<file path="src/rtl/input_conditioner.sv">
// input_conditioner: synchronize, debounce and qualify three active-low game keys
// Ports: clk/rst (async active-high); key_n[2:0] raw keys {left, jump, right};
// game_tick 60 Hz strobe consuming jump_req; move_left/move_right qualified moves;
// jump debounced jump level; jump_req latched press; any_input_level OR of keys.
module input_conditioner #(
  parameter int unsigned DEBOUNCE_CYCLES = 500000,
  parameter int unsigned CNT_W = 20
) (
  input  logic       clk,
  input  logic       rst,
  input  logic [2:0] key_n,
  input  logic       game_tick,
  output logic       move_left,
  output logic       move_right,
  output logic       jump,
  output logic       jump_req,
  output logic       any_input_level
);
  localparam logic [CNT_W-1:0] CMAX = CNT_W'(DEBOUNCE_CYCLES - 1);
  typedef enum logic {IDLE, PENDING} state_t;
  logic [2:0] sync1_q, sync2_q, d_q, d_d, s;
  logic [CNT_W-1:0] cnt_q [3];
  logic [CNT_W-1:0] cnt_d [3];
  logic jprev_q, rise;
  state_t state_q, state_d;
  assign s = ~sync2_q;
  assign rise = d_q[1] & ~jprev_q;
  always_comb begin
    d_d = d_q;
    for (int i = 0; i < 3; i++) begin
      cnt_d[i] = '0;
      if (s[i] != d_q[i]) begin
        if (cnt_q[i] == CMAX) d_d[i] = s[i];
        else cnt_d[i] = cnt_q[i] + 1'b1;
      end
    end
  end
  // A fresh rising edge wins over consumption so a press coinciding with the tick is not lost.
  always_comb begin
    state_d = rise ? PENDING : (game_tick ? IDLE : state_q);
  end
  always_ff @(posedge clk or posedge rst) begin
    if (rst) begin
      sync1_q <= '1;
      sync2_q <= '1;
      d_q <= '0;
      for (int i = 0; i < 3; i++) cnt_q[i] <= '0;
      jprev_q <= 1'b0;
      state_q <= IDLE;
    end else begin
      sync1_q <= key_n;
      sync2_q <= sync1_q;
      d_q <= d_d;
      for (int i = 0; i < 3; i++) cnt_q[i] <= cnt_d[i];
      jprev_q <= d_q[1];
      state_q <= state_d;
    end
  end
  assign move_left = d_q[2] & ~d_q[0];
  assign move_right = d_q[0] & ~d_q[2];
  assign jump = d_q[1];
  assign any_input_level = |d_q;
  assign jump_req = state_q == PENDING;
endmodule

</file>
<file path="config.mk">
export PLATFORM = sky130hd
export DESIGN_NAME = input_conditioner
export DESIGN_NICKNAME = d
export VERILOG_FILES = /design/src/rtl/input_conditioner.sv
export SDC_FILE = /design/constraint.sdc
export NUM_CORES = 1
export LEC_CHECK = 0
export ABC_AREA = 1
export BUFFER_PORTS_ARGS = -buffer_cell sky130_fd_sc_hd__buf_2
export CORE_AREA = 10 10 99 101
export DETAILED_ROUTE_END_ITERATION = 10
export DIE_AREA = 0 0 109 111
export PLACE_DENSITY = 0.67
export SLEW_MARGIN = 30
export SYNTH_ARGS = -nofsm -noshare
export SYNTH_HDL_FRONTEND = slang
export SYNTH_SLANG_ARGS = --single-unit
</file>
<file path="constraint.sdc">
create_clock -name clk -period 6.9 [get_ports clk]
set_input_delay 1.725 -clock clk [delete_from_list [all_inputs] [get_ports clk]]
set_output_delay 1.725 -clock clk [all_outputs]
set_load 0.02 [all_outputs]
</file>
### Yosys cells after proc, flatten, opt, wreduce, memory -nomap -nowiden

Index checks and enable logic that the tools add are counted.

| storage, ports and cells | value |
|---|---|
| bits in registers | 71 |
| word-level logic and storage cells | 39 |

| cells by class | value |
|---|---|
| add/sub/neg operators | 3 |
| eq/ne operators | 6 |
| mux-type cells | 8 |
| bitwise logic cells | 7 |
| reduce and logical (&&, ||, !) cells | 5 |

Operator list:

| kind | count |
|---|---|
| 20-bit two-way mux | 6 |
| 20-bit by 1-bit adder with 20-bit output, second input constant | 3 |
| 20-bit by 19-bit equality test with 1-bit output, second input constant | 3 |
| 2-bit AND reduction | 3 |
| 1-bit bitwise AND | 3 |
| 1-bit inequality test | 3 |
| 1-bit inverter | 3 |
| 3-bit inverter | 1 |
| 3-bit OR reduction | 1 |
| 1-bit two-way mux | 2 |
| 2-bit nonzero test | 1 |

### Logic depth before layout (Yosys ltp)

Gate-level depths: netlist of run 1.

| depth | value |
|---|---|
| depth in word-level cells | 3 |
| mapped depth | 9 |

### Worst setup path before layout of run 1

No wires, ideal clock.

| path | value |
|---|---|
| path type | register to output |
| from | register d_q[1] |
| to | output port any_input_level |
| arrival | 0.751 ns |
| setup slack | 4.424 ns |
| stages on the path, launching flop included | 3 |
| path through | dfrtp_1 > inv_1 > nand3_1 |

| on the way | value |
|---|---|
| cells in the longest elaborated chain, start to end | 1 |

RTL lines:

| what | line | source |
|---|---|---|
| from (decl) | 21 | `logic [2:0] sync1_q, sync2_q, d_q, d_d, s;` |
| from (signal assigned) | 46 | `d_q <= '0;` |
| from (signal assigned) | 53 | `d_q <= d_d;` |
| 3-bit OR reduction | 62 | `assign any_input_level = \|d_q;` |
| to (decl) | 17 | `output logic any_input_level` |

Every way passes these cells.

### Final worst setup path of run 1

| path | value |
|---|---|
| from | register d_q[0] |
| to | output port any_input_level |

The elaborated chain is that of the path after synthesis.

==> results.py, run 1 <==
metrics = {
    "outcome": {
        "status": "complete, no violations",
    },
    "power": {
        "clkPwrFrac_pct": 47.8,
        "sw_frac_of_total_pct": 20.9,
        "vdd_drop_max_uv": 149,
        "power_switching_uw": 183,
        "leakage_nw": 1.78,
        "intPower_uw": 691,
        "p_comb_share_pct": 3.2,
        "powerDensity_nw_per_um2": 203,
        "seq_power_share_pct": 49.0,
        "power.total_uw": 873,
    },
    "logic_synthesis": {
        "synth_cells": 503,
        "syn_avg_cell_area_um2": 7.70,
        "synthMuxAreaShare_pct": 0,
        "yosysWarnings": 0,
        "synth_top_family_by_area": "simple AND/OR/NAND/NOR gates",
        "synth.largest_area_cell": "dfrtp_1",
        "synth_nets": 512,
        "netlist.area_leader.share_pct": 42.0,
        "synth_xor_xnor_area_share_pct": 6.98,
        "synth_compound_area_share_pct": 2.68,
        "yosysSeqAreaShare_pct": 46.1,
        "ys_seq_elements": 71,
        "synthAdderAreaFrac_pct": 0.969,
        "ys_types": 30,
        "netlist_area_um2": 3870,
        "synthSimpleGateAreaFrac_pct": 38.1,
        "yosys-top-cells-area": "dfrtp_1, nor2_1, nand2_1, nand3_1, inv_1",
    },
    "layout": {
        "diodes": 0,
        "areaGrowthSynthToFinish_pct": 11.2,
        "final_cells": 633,
        "drive_gt1_share_pct": 13.4,
        "layout_commonest_cell": "nor2_1",
        "final_area_um2": 4310,
        "fin_util_pct": 54.1,
        "fin_nets": 532,
        "final_cell_mix": "nor2_1, nand2_1, dfrtp_1",
    },
    "worst_setup_path": {
        "rr_worst_depth": 3,
        "crit_required_ps": 5180,
        "r2r_start": "d_q[2]",
        "arrival_ps": 1100,
        "path_max_fanout": 4,
        "r2r_slack_ps": 5280,
        "cp-start-kind": "register",
        "criticalPathCategory": "reg -> out",
        "crit_start": "d_q[0]",
        "worst_setup_path_end_kind": "output port",
    },
    "run": {
        "cap_viol_max_count": 0,
    },
    "clock_tree": {
        "clk_pin_slew_ps": 70,
        "cts_max_level": 3,
        "cts_num_sinks": 71,
        "postCtsHoldBufs": 0,
        "cts-root-buf": "clkbuf_8",
        "cts_setup_buffers": 0,
        "clkLatencyLatePin_ps": 340,
        "numCtsBuffers": 9,
        "cts_resized": 0,
        "cts_tree": "yes",
        "clockBufferDepth": 2,
    },
    "sta": {
        "fin_ws_ps": 4080,
        "setup_viol": 0,
        "final-hold-violation-count": 0,
        "relSlewSlack_pct": 42.3,
        "max_freq_ghz": 0.354,
        "finalCritPeriodShare_pct": 40.9,
        "fin_setup_tns_ps": 0,
        "worst_pin_slew_ps": 865,
        "grt_setup_unrepaired": "no",
        "whs_ps": 359,
        "drv_slew": 0,
        "min_period_ps": 2820,
        "fin_skew_ps": 13.0,
    },
    "routing": {
        "firstDrtPassIters": 4,
        "viasPerCell": 5.04,
        "via_count": 3192,
        "post_drt_wl_per_cell_um": 12.6,
        "drc": 0,
        "drt_iter0_drc": 135,
        "ant_nets": 0,
        "wl_um": 7990,
    },
    "placed_design": {
        "io_buffers": 10,
        "numPlacedInstances": 617,
        "dpl-instance-area_um2": 4050,
        "pre_cts_slack_ps": 4260,
        "place.gp.congestion": 0.857,
        "dpl.hpwl_um": 5820,
    },
    "global_routing": {
        "grt_overflow_total": 0,
        "grtUsageTotal_pct": 14.1,
        "antenna_found_initial": 0,
        "grt_pass1_wl_um": 14000,
        "grt_pass1_vias": 3022,
        "grt_max_degree": 72,
    },
    "floorplan": {
        "fp.dieW_um": 109,
        "dieArea_um2": 12100,
        "num_rows": 33,
        "initial_core_util_pct": 48.6,
        "num_io_pins": 11,
        "core_area_um2": 7970,
        "die_h_um": 111,
    },
    "worst_hold_path": {
        "hp-class": "reg -> reg",
        "whs_path_depth": 0,
        "hold_path.startpoint": "sync1_q[0]",
    },
}
==> worst max-delay path: stages (launching register included) <==
cell and delay (ps):
dfrtp_1 430, inv_1 90, nand3_1 80, buf_2 160
==> final cells by class <==
| type | instances | area, um2 |
|---|---|---|
| clock buffer | 11 | 151 |
| multi-input combinational | 379 | 1890 |
| tap | 105 | 131 |
| inverter | 51 | 191 |
| fill | 765 | 3660 |
| clock inverter | 5 | 104 |
| sequential | 71 | 1780 |
| timing repair buffer | 11 | 57.6 |
==> sequential cells by signal, indices dropped and copies added (netlist names) <==
name      cells
cnt_q        60
d_q           3
sync1_q       3
sync2_q       3
jprev_q       1
jump_req      1
==> power groups by stage <==
stage,Clock [mW],Sequential [mW],Combinational [mW]
after CTS,0.429,0.428,0.0290
after floorplan,0,0.435,0.0208
after detailed placement,0,0.436,0.0289
final,0.417,0.428,0.0278
after global routing,0.440,0.429,0.0319
after global placement,0,0.436,0.0280
==> synthesized netlist by cell type <==
cell / number
a21oi_1: 9
and2_0: 1
and2_1: 1
buf_2: 2
dfrtp_1: 65
dfstp_2: 6
ha_1: 3
inv_1: 50
inv_2: 1
nand2_1: 94
nand2_2: 13
nand3_1: 44
nand3_2: 1
nand3b_1: 2
nand4_1: 9
nor2_1: 129
nor2_2: 12
nor2_4: 7
nor3_1: 9
nor3_2: 1
nor3b_1: 3
nor3b_2: 1
o21a_1: 2
o21ai_0: 5
o21ai_1: 1
o21bai_1: 1
o22ai_1: 1
xnor2_1: 13
xnor2_2: 1
xor2_1: 16
==> logic make-up after synthesis <==
kind of cell	count (synthesis)
adder cells (fa/ha/maj)	3
XOR/XNOR	30
buffers and inverters	53
flip-flops	71
AND/OR/NAND/NOR	327
AO/OA/AOI/OAI	19
==> routing by layer <==
metal | global-route usage, % | vias to the layer above | share of wire [%]
met4 | 5.80 | 0 | 1.5
met2 | 21.9 | 48 | 46
met3 | 2.21 | 12 | 2.8
met5 | 0 | - | 0
met1 | 18.9 | 1520 | 49
li1 | - | 1612 | -
==> path summary, 6_finish.rpt <==
| check | to |
|---|---|
| hold / removal | sync2_q[0] |
| setup reg to reg | cnt_q[2] |
| setup / recovery | any_input_level |
| max in group asynchronous | jprev_q |
| hold reg to reg | sync2_q[0] |
| min in group asynchronous | cnt_q[59] |
(Power assumes the default switching activity.)
==> inputs of run 2 (changes only) <==
==> constraint.sdc (replaced) <==
create_clock -name clk -period 2.8 [get_ports clk]
set_input_delay 0.7 -clock clk [delete_from_list [all_inputs] [get_ports clk]]
set_output_delay 0.7 -clock clk [all_outputs]
set_load 0.02 [all_outputs]
==> run 2 against run 1 <==
  * Register-to-register slack got worse by 4000 ps
  * Sequential share of layout area up 0.22 points
  * Sequential cell count unchanged
  * Critical path depth unchanged
  * Critical path type unchanged
  * Die area stayed put
  * Clock skew hardly changed
  * Via count decreased by 1.3%
==> results.py, run 2 (same netlist as run 1, synthesis figures left out) <==
metrics = {
    "outcome": {
        "status": "complete, no violations",
    },
    "placed_design": {
        "numPlacedInstances": 617,
        "dpl.hpwl_um": 5910,
        "io_buffers": 10,
        "place.gp.congestion": 0.896,
    },
    "worst_setup_path": {
        "crit_buf_inv": 2,
        "crit_required_ps": 2100,
        "path_max_fanout": 4,
        "slowest_stage": "dfrtp_1",
        "worst_setup_path_end_kind": "output port",
        "critical-path-top-delay-family": "flip-flops",
        "critPathMaxStageDelay_ps": 430,
        "cp-start-kind": "register",
        "arrival_ps": 1180,
        "cp_cell_sequence": "inv_1 > nor2_1 > buf_2",
        "criticalPathCategory": "reg -> out",
    },
    "power": {
        "clkPwrFrac_pct": 44.8,
        "power.total_mw": 2.04,
        "vdd_drop_max_uv": 243,
        "p_comb_share_pct": 3.5,
        "powerDensity_nw_per_um2": 476,
        "seq_power_share_pct": 51.7,
        "intPower_mw": 1.57,
        "leakage_nw": 1.76,
        "sw_frac_of_total_pct": 22.9,
        "power_switching_uw": 467,
    },
    "layout": {
        "final_cell_mix": "nor2_1, nand2_1, dfrtp_1",
        "diodes": 0,
        "largest_reg_flops": 60,
        "areaGrowthSynthToFinish_pct": 10.6,
        "regMostFlops": "cnt_q",
        "fin_nets": 532,
        "layout_commonest_cell": "nor2_1",
        "drive_gt1_share_pct": 13.3,
        "final_cells": 633,
    },
    "global_routing": {
        "grt_pass1_wl_um": 13800,
        "grtUsageTotal_pct": 13.9,
        "grt_pass1_vias": 3027,
        "grt_overflow_total": 0,
        "grt_max_degree": 47,
        "antenna_found_initial": 0,
    },
    "clock_tree": {
        "postCtsHoldBufs": 0,
        "clockBufferDepth": 2,
        "cts_setup_buffers": 0,
        "cts_resized": 0,
        "clk_pin_slew_ps": 80,
        "cts-root-buf": "clkbuf_8",
        "cts_tree": "yes",
        "clkLatencyLatePin_ps": 360,
        "numCtsBuffers": 9,
        "cts_num_sinks": 71,
        "cts_max_level": 3,
    },
    "routing": {
        "viasPerCell": 4.97,
        "drt_iter0_drc": 162,
        "wl_um": 7840,
        "ant_nets": 0,
        "via_count": 3149,
        "firstDrtPassIters": 4,
        "drc": 0,
        "post_drt_wl_per_cell_um": 12.4,
    },
    "floorplan": {
        "core_area_um2": 7970,
        "die_h_um": 111,
        "initial_core_util_pct": 48.6,
        "num_rows": 33,
        "num_io_pins": 11,
        "fp.dieW_um": 109,
        "dieArea_um2": 12100,
    },
    "sta": {
        "grt_setup_unrepaired": "no",
        "finalCritPeriodShare_pct": 67.2,
        "max_freq_ghz": 0.532,
        "relSlewSlack_pct": 63.1,
        "fin_skew_ps": 12.7,
        "fin_setup_tns_ps": 0,
        "setup_viol": 0,
        "drv_slew": 0,
        "final-hold-violation-count": 0,
        "worst_pin_slew_ps": 552,
        "min_period_ps": 1880,
    },
    "run": {
        "cap_viol_max_count": 0,
    },
    "worst_hold_path": {
        "hp-class": "reg -> reg",
    },
}
==> run 2: final timing paths <==
kind	startpoint	endpoint	slack [ps]	cells after the start
max in group asynchronous	rst	cnt_q[12]	1790	3
worst min-delay path	sync1_q[0]	sync2_q[0]	360	0
worst max register to register	cnt_q[20]	cnt_q[35]	1310	6
min in group asynchronous	rst	cnt_q[50]	380	2
worst min register to register	sync1_q[0]	sync2_q[0]	360	0
worst max-delay path	d_q[0]	move_right	920	3
==> run 2: layout make-up <==
| type | count | area, um2 |
|---|---|---|
| Fill cell | 774 | 3680 |
| Multi-Input combinational cell | 379 | 1890 |
| Sequential cell | 71 | 1780 |
| Inverter | 51 | 191 |
| Tap cell | 105 | 131 |
| Clock buffer | 10 | 128 |
| Clock inverter | 6 | 92.6 |
| Timing Repair Buffer | 11 | 70.1 |
==> run 2: power by group through the flow <==
stage | logic, mW | clock network (mW) | registers (mW)
global route | 0.0821 | 0.978 | 1.06
finish | 0.0707 | 0.913 | 1.05
detailed placement | 0.0730 | 0 | 1.07
CTS | 0.0733 | 0.932 | 1.05
global placement | 0.0719 | 0 | 1.07
floorplan | 0.0513 | 0 | 1.07
==> run 2: layer usage <==
metal / track usage (%) / routed length [um] / vias to the layer above
li1: - / - / 1621
met1: 18.6 / 3780 / 1469
met2: 20.7 / 3660 / 51
met3: 3.60 / 313 / 8
met4: 5.63 / 87 / 0
met5: 0 / 0 / -
==> run 2: per-stage QoR <==
stage | area [um2] | hold WS [ps] | worst slack (ps) | utilization, %
6_report | 4290 | 357 | 920 | 53.8
5_1_grt | 4290 | 360 | 819 | 53.8
4_1_cts | 4290 | 357 | 903 | 53.8
3_5_place_dp | 4070 | 349 | 1300 | 51.0
3_3_place_gp | 4070 | 346 | 1230 | 51.0
2_1_floorplan | 3870 | 345 | 313 | -
==> inputs of run 3 (changes only) <==
==> constraint.sdc (replaced) <==
create_clock -name clk -period 1.95 [get_ports clk]
set_input_delay 0.4875 -clock clk [delete_from_list [all_inputs] [get_ports clk]]
set_output_delay 0.4875 -clock clk [all_outputs]
set_load 0.02 [all_outputs]
==> run 3 against run 2 <==
  * Setup slack got worse by 560 ps
  * Global-route usage increased by 0.48 points
  * Die area unchanged
  * Hold slack got worse by 220 ps
  * Non-clock buffer count increased by 2
  * Clock skew decreased by 5.1 ps
  * Clock-buffer cell count increased by 3
  * Cell count increased by 0.32%
  * Final area increased by 0.18%
  * Register-to-register slack got worse by 880 ps
==> results.py, run 3 (same netlist as run 1, synthesis figures left out) <==
metrics = {
    "run": {
        "cap_viol_max_count": 0,
    },
    "clock_tree": {
        "clockBufferDepth": 2,
        "clkLatencyLatePin_ps": 340,
        "cts_max_level": 3,
        "numCtsBuffers": 9,
        "cts_num_sinks": 71,
        "clk_pin_slew_ps": 80,
        "cts_resized": 0,
        "cts-root-buf": "clkbuf_8",
        "postCtsHoldBufs": 0,
        "cts_tree": "yes",
        "cts_setup_buffers": 0,
    },
    "worst_hold_path": {
        "hp-class": "in -> async",
    },
    "floorplan": {
        "num_rows": 33,
        "die_h_um": 111,
        "num_io_pins": 11,
        "initial_core_util_pct": 48.6,
        "dieArea_um2": 12100,
        "core_area_um2": 7970,
        "fp.dieW_um": 109,
    },
    "power": {
        "power_switching_uw": 622,
        "p_comb_share_pct": 3.8,
        "sw_frac_of_total_pct": 21.9,
        "clkPwrFrac_pct": 43.0,
        "leakage_nw": 1.77,
        "intPower_mw": 2.22,
        "power.total_mw": 2.84,
        "vdd_drop_max_uv": 389,
        "seq_power_share_pct": 53.3,
        "powerDensity_nw_per_um2": 663,
    },
    "layout": {
        "final_area_um2": 4290,
        "fin_util_pct": 53.9,
        "areaGrowthSynthToFinish_pct": 10.8,
        "final_cells": 635,
        "diodes": 0,
        "final_cell_mix": "nor2_1, nand2_1, dfrtp_1",
        "area.sequential_um2": 1780,
        "largest_reg_flops": 60,
        "nFillCells": 762,
        "multi_input_area_um2": 1890,
        "fin_nets": 534,
        "layout_commonest_cell": "nor2_1",
        "drive_gt1_share_pct": 13.6,
        "regMostFlops": "cnt_q",
    },
    "worst_setup_path": {
        "arrival_ps": 1100,
        "cp-start-kind": "register",
        "criticalPathCategory": "reg -> out",
        "crit_required_ps": 1460,
        "worst_setup_path_end_kind": "output port",
        "path_max_fanout": 5,
    },
    "placed_design": {
        "place.gp.congestion": 0.913,
        "dpl-instance-area_um2": 4080,
        "dpl.hpwl_um": 6020,
        "io_buffers": 10,
        "pre_cts_slack_ps": 450,
        "numPlacedInstances": 619,
    },
    "global_routing": {
        "grt_overflow_total": 0,
        "grt_pass1_vias": 3053,
        "grtUsageTotal_pct": 14.4,
        "antenna_found_initial": 0,
        "grt_pass1_wl_um": 14300,
        "grt_max_degree": 39,
    },
    "sta": {
        "worst_pin_slew_ps": 415,
        "fin_setup_tns_ps": 0,
        "whs_ps": 136,
        "setup_viol": 0,
        "grt_setup_unrepaired": "no",
        "fin_ws_ps": 358,
        "max_freq_ghz": 0.628,
        "final-hold-violation-count": 0,
        "min_period_ps": 1590,
        "finalCritPeriodShare_pct": 81.7,
        "relSlewSlack_pct": 72.2,
        "drv_slew": 0,
        "fin_skew_ps": 7.54,
    },
    "routing": {
        "via_count": 3227,
        "post_drt_wl_per_cell_um": 12.8,
        "firstDrtPassIters": 5,
        "drc": 0,
        "ant_nets": 0,
        "drt_iter0_drc": 155,
        "viasPerCell": 5.08,
        "wl_um": 8140,
    },
    "outcome": {
        "status": "complete, no violations",
    },
}
## run 3: cell count changes in the layout (fill, tap and decap cells not counted)
cell,change
clkbuf_8,+3
buf_4,+2
clkinv_2,+2
inv_6,-2
bufinv_16,-1
clkinvlp_4,-1
inv_2,-1
## run 3: final cells by class
| type | count | share of cell area [%] |
|---|---|---|
| Clock buffer | 13 | 3.93 |
| Clock inverter | 3 | 0.933 |
| Inverter | 51 | 4.55 |
| Multi-Input combinational cell | 379 | 44.0 |
| Sequential cell | 71 | 41.6 |
| Tap cell | 105 | 3.06 |
| Timing Repair Buffer | 13 | 1.98 |
## run 3: per-layer routing
metal / vias to the layer above / share of wire, % / global-route usage [%] / wire [um]
met5: - / 0 / 0 / 0
met1: 1517 / 47 / 19.6 / 3840
li1: 1627 / - / - / -
met2: 76 / 47 / 21.8 / 3840
met3: 7 / 4.7 / 3.20 / 385
met4: 0 / 0.90 / 4.75 / 73
## run 3: path summary, 6_finish.rpt
path	from	to	slack (ps)	depth (start not counted)
setup / recovery	d_q[1]	any_input_level	360	3
hold / removal	rst	cnt_q[50]	140	2
setup reg to reg	cnt_q[20]	cnt_q[35]	430	6
hold reg to reg	sync1_q[0]	sync2_q[0]	360	0
max in group asynchronous	rst	sync1_q[1]	1230	3
min in group clk	key_n[0]	sync1_q[0]	240	1
## run 3: worst max-delay path: stages, from the launching register on
cell and delay, ps:
dfrtp_1 430, inv_1 110, nand3_1 70, buf_2 160
## run 3: power groups by stage
stage	registers [mW]	logic, mW	clock network (mW)
finish	1.52	0.107	1.22
global route	1.52	0.123	1.33
CTS	1.52	0.111	1.27
detailed placement	1.54	0.111	0
global placement	1.54	0.108	0
floorplan	1.54	0.0741	0
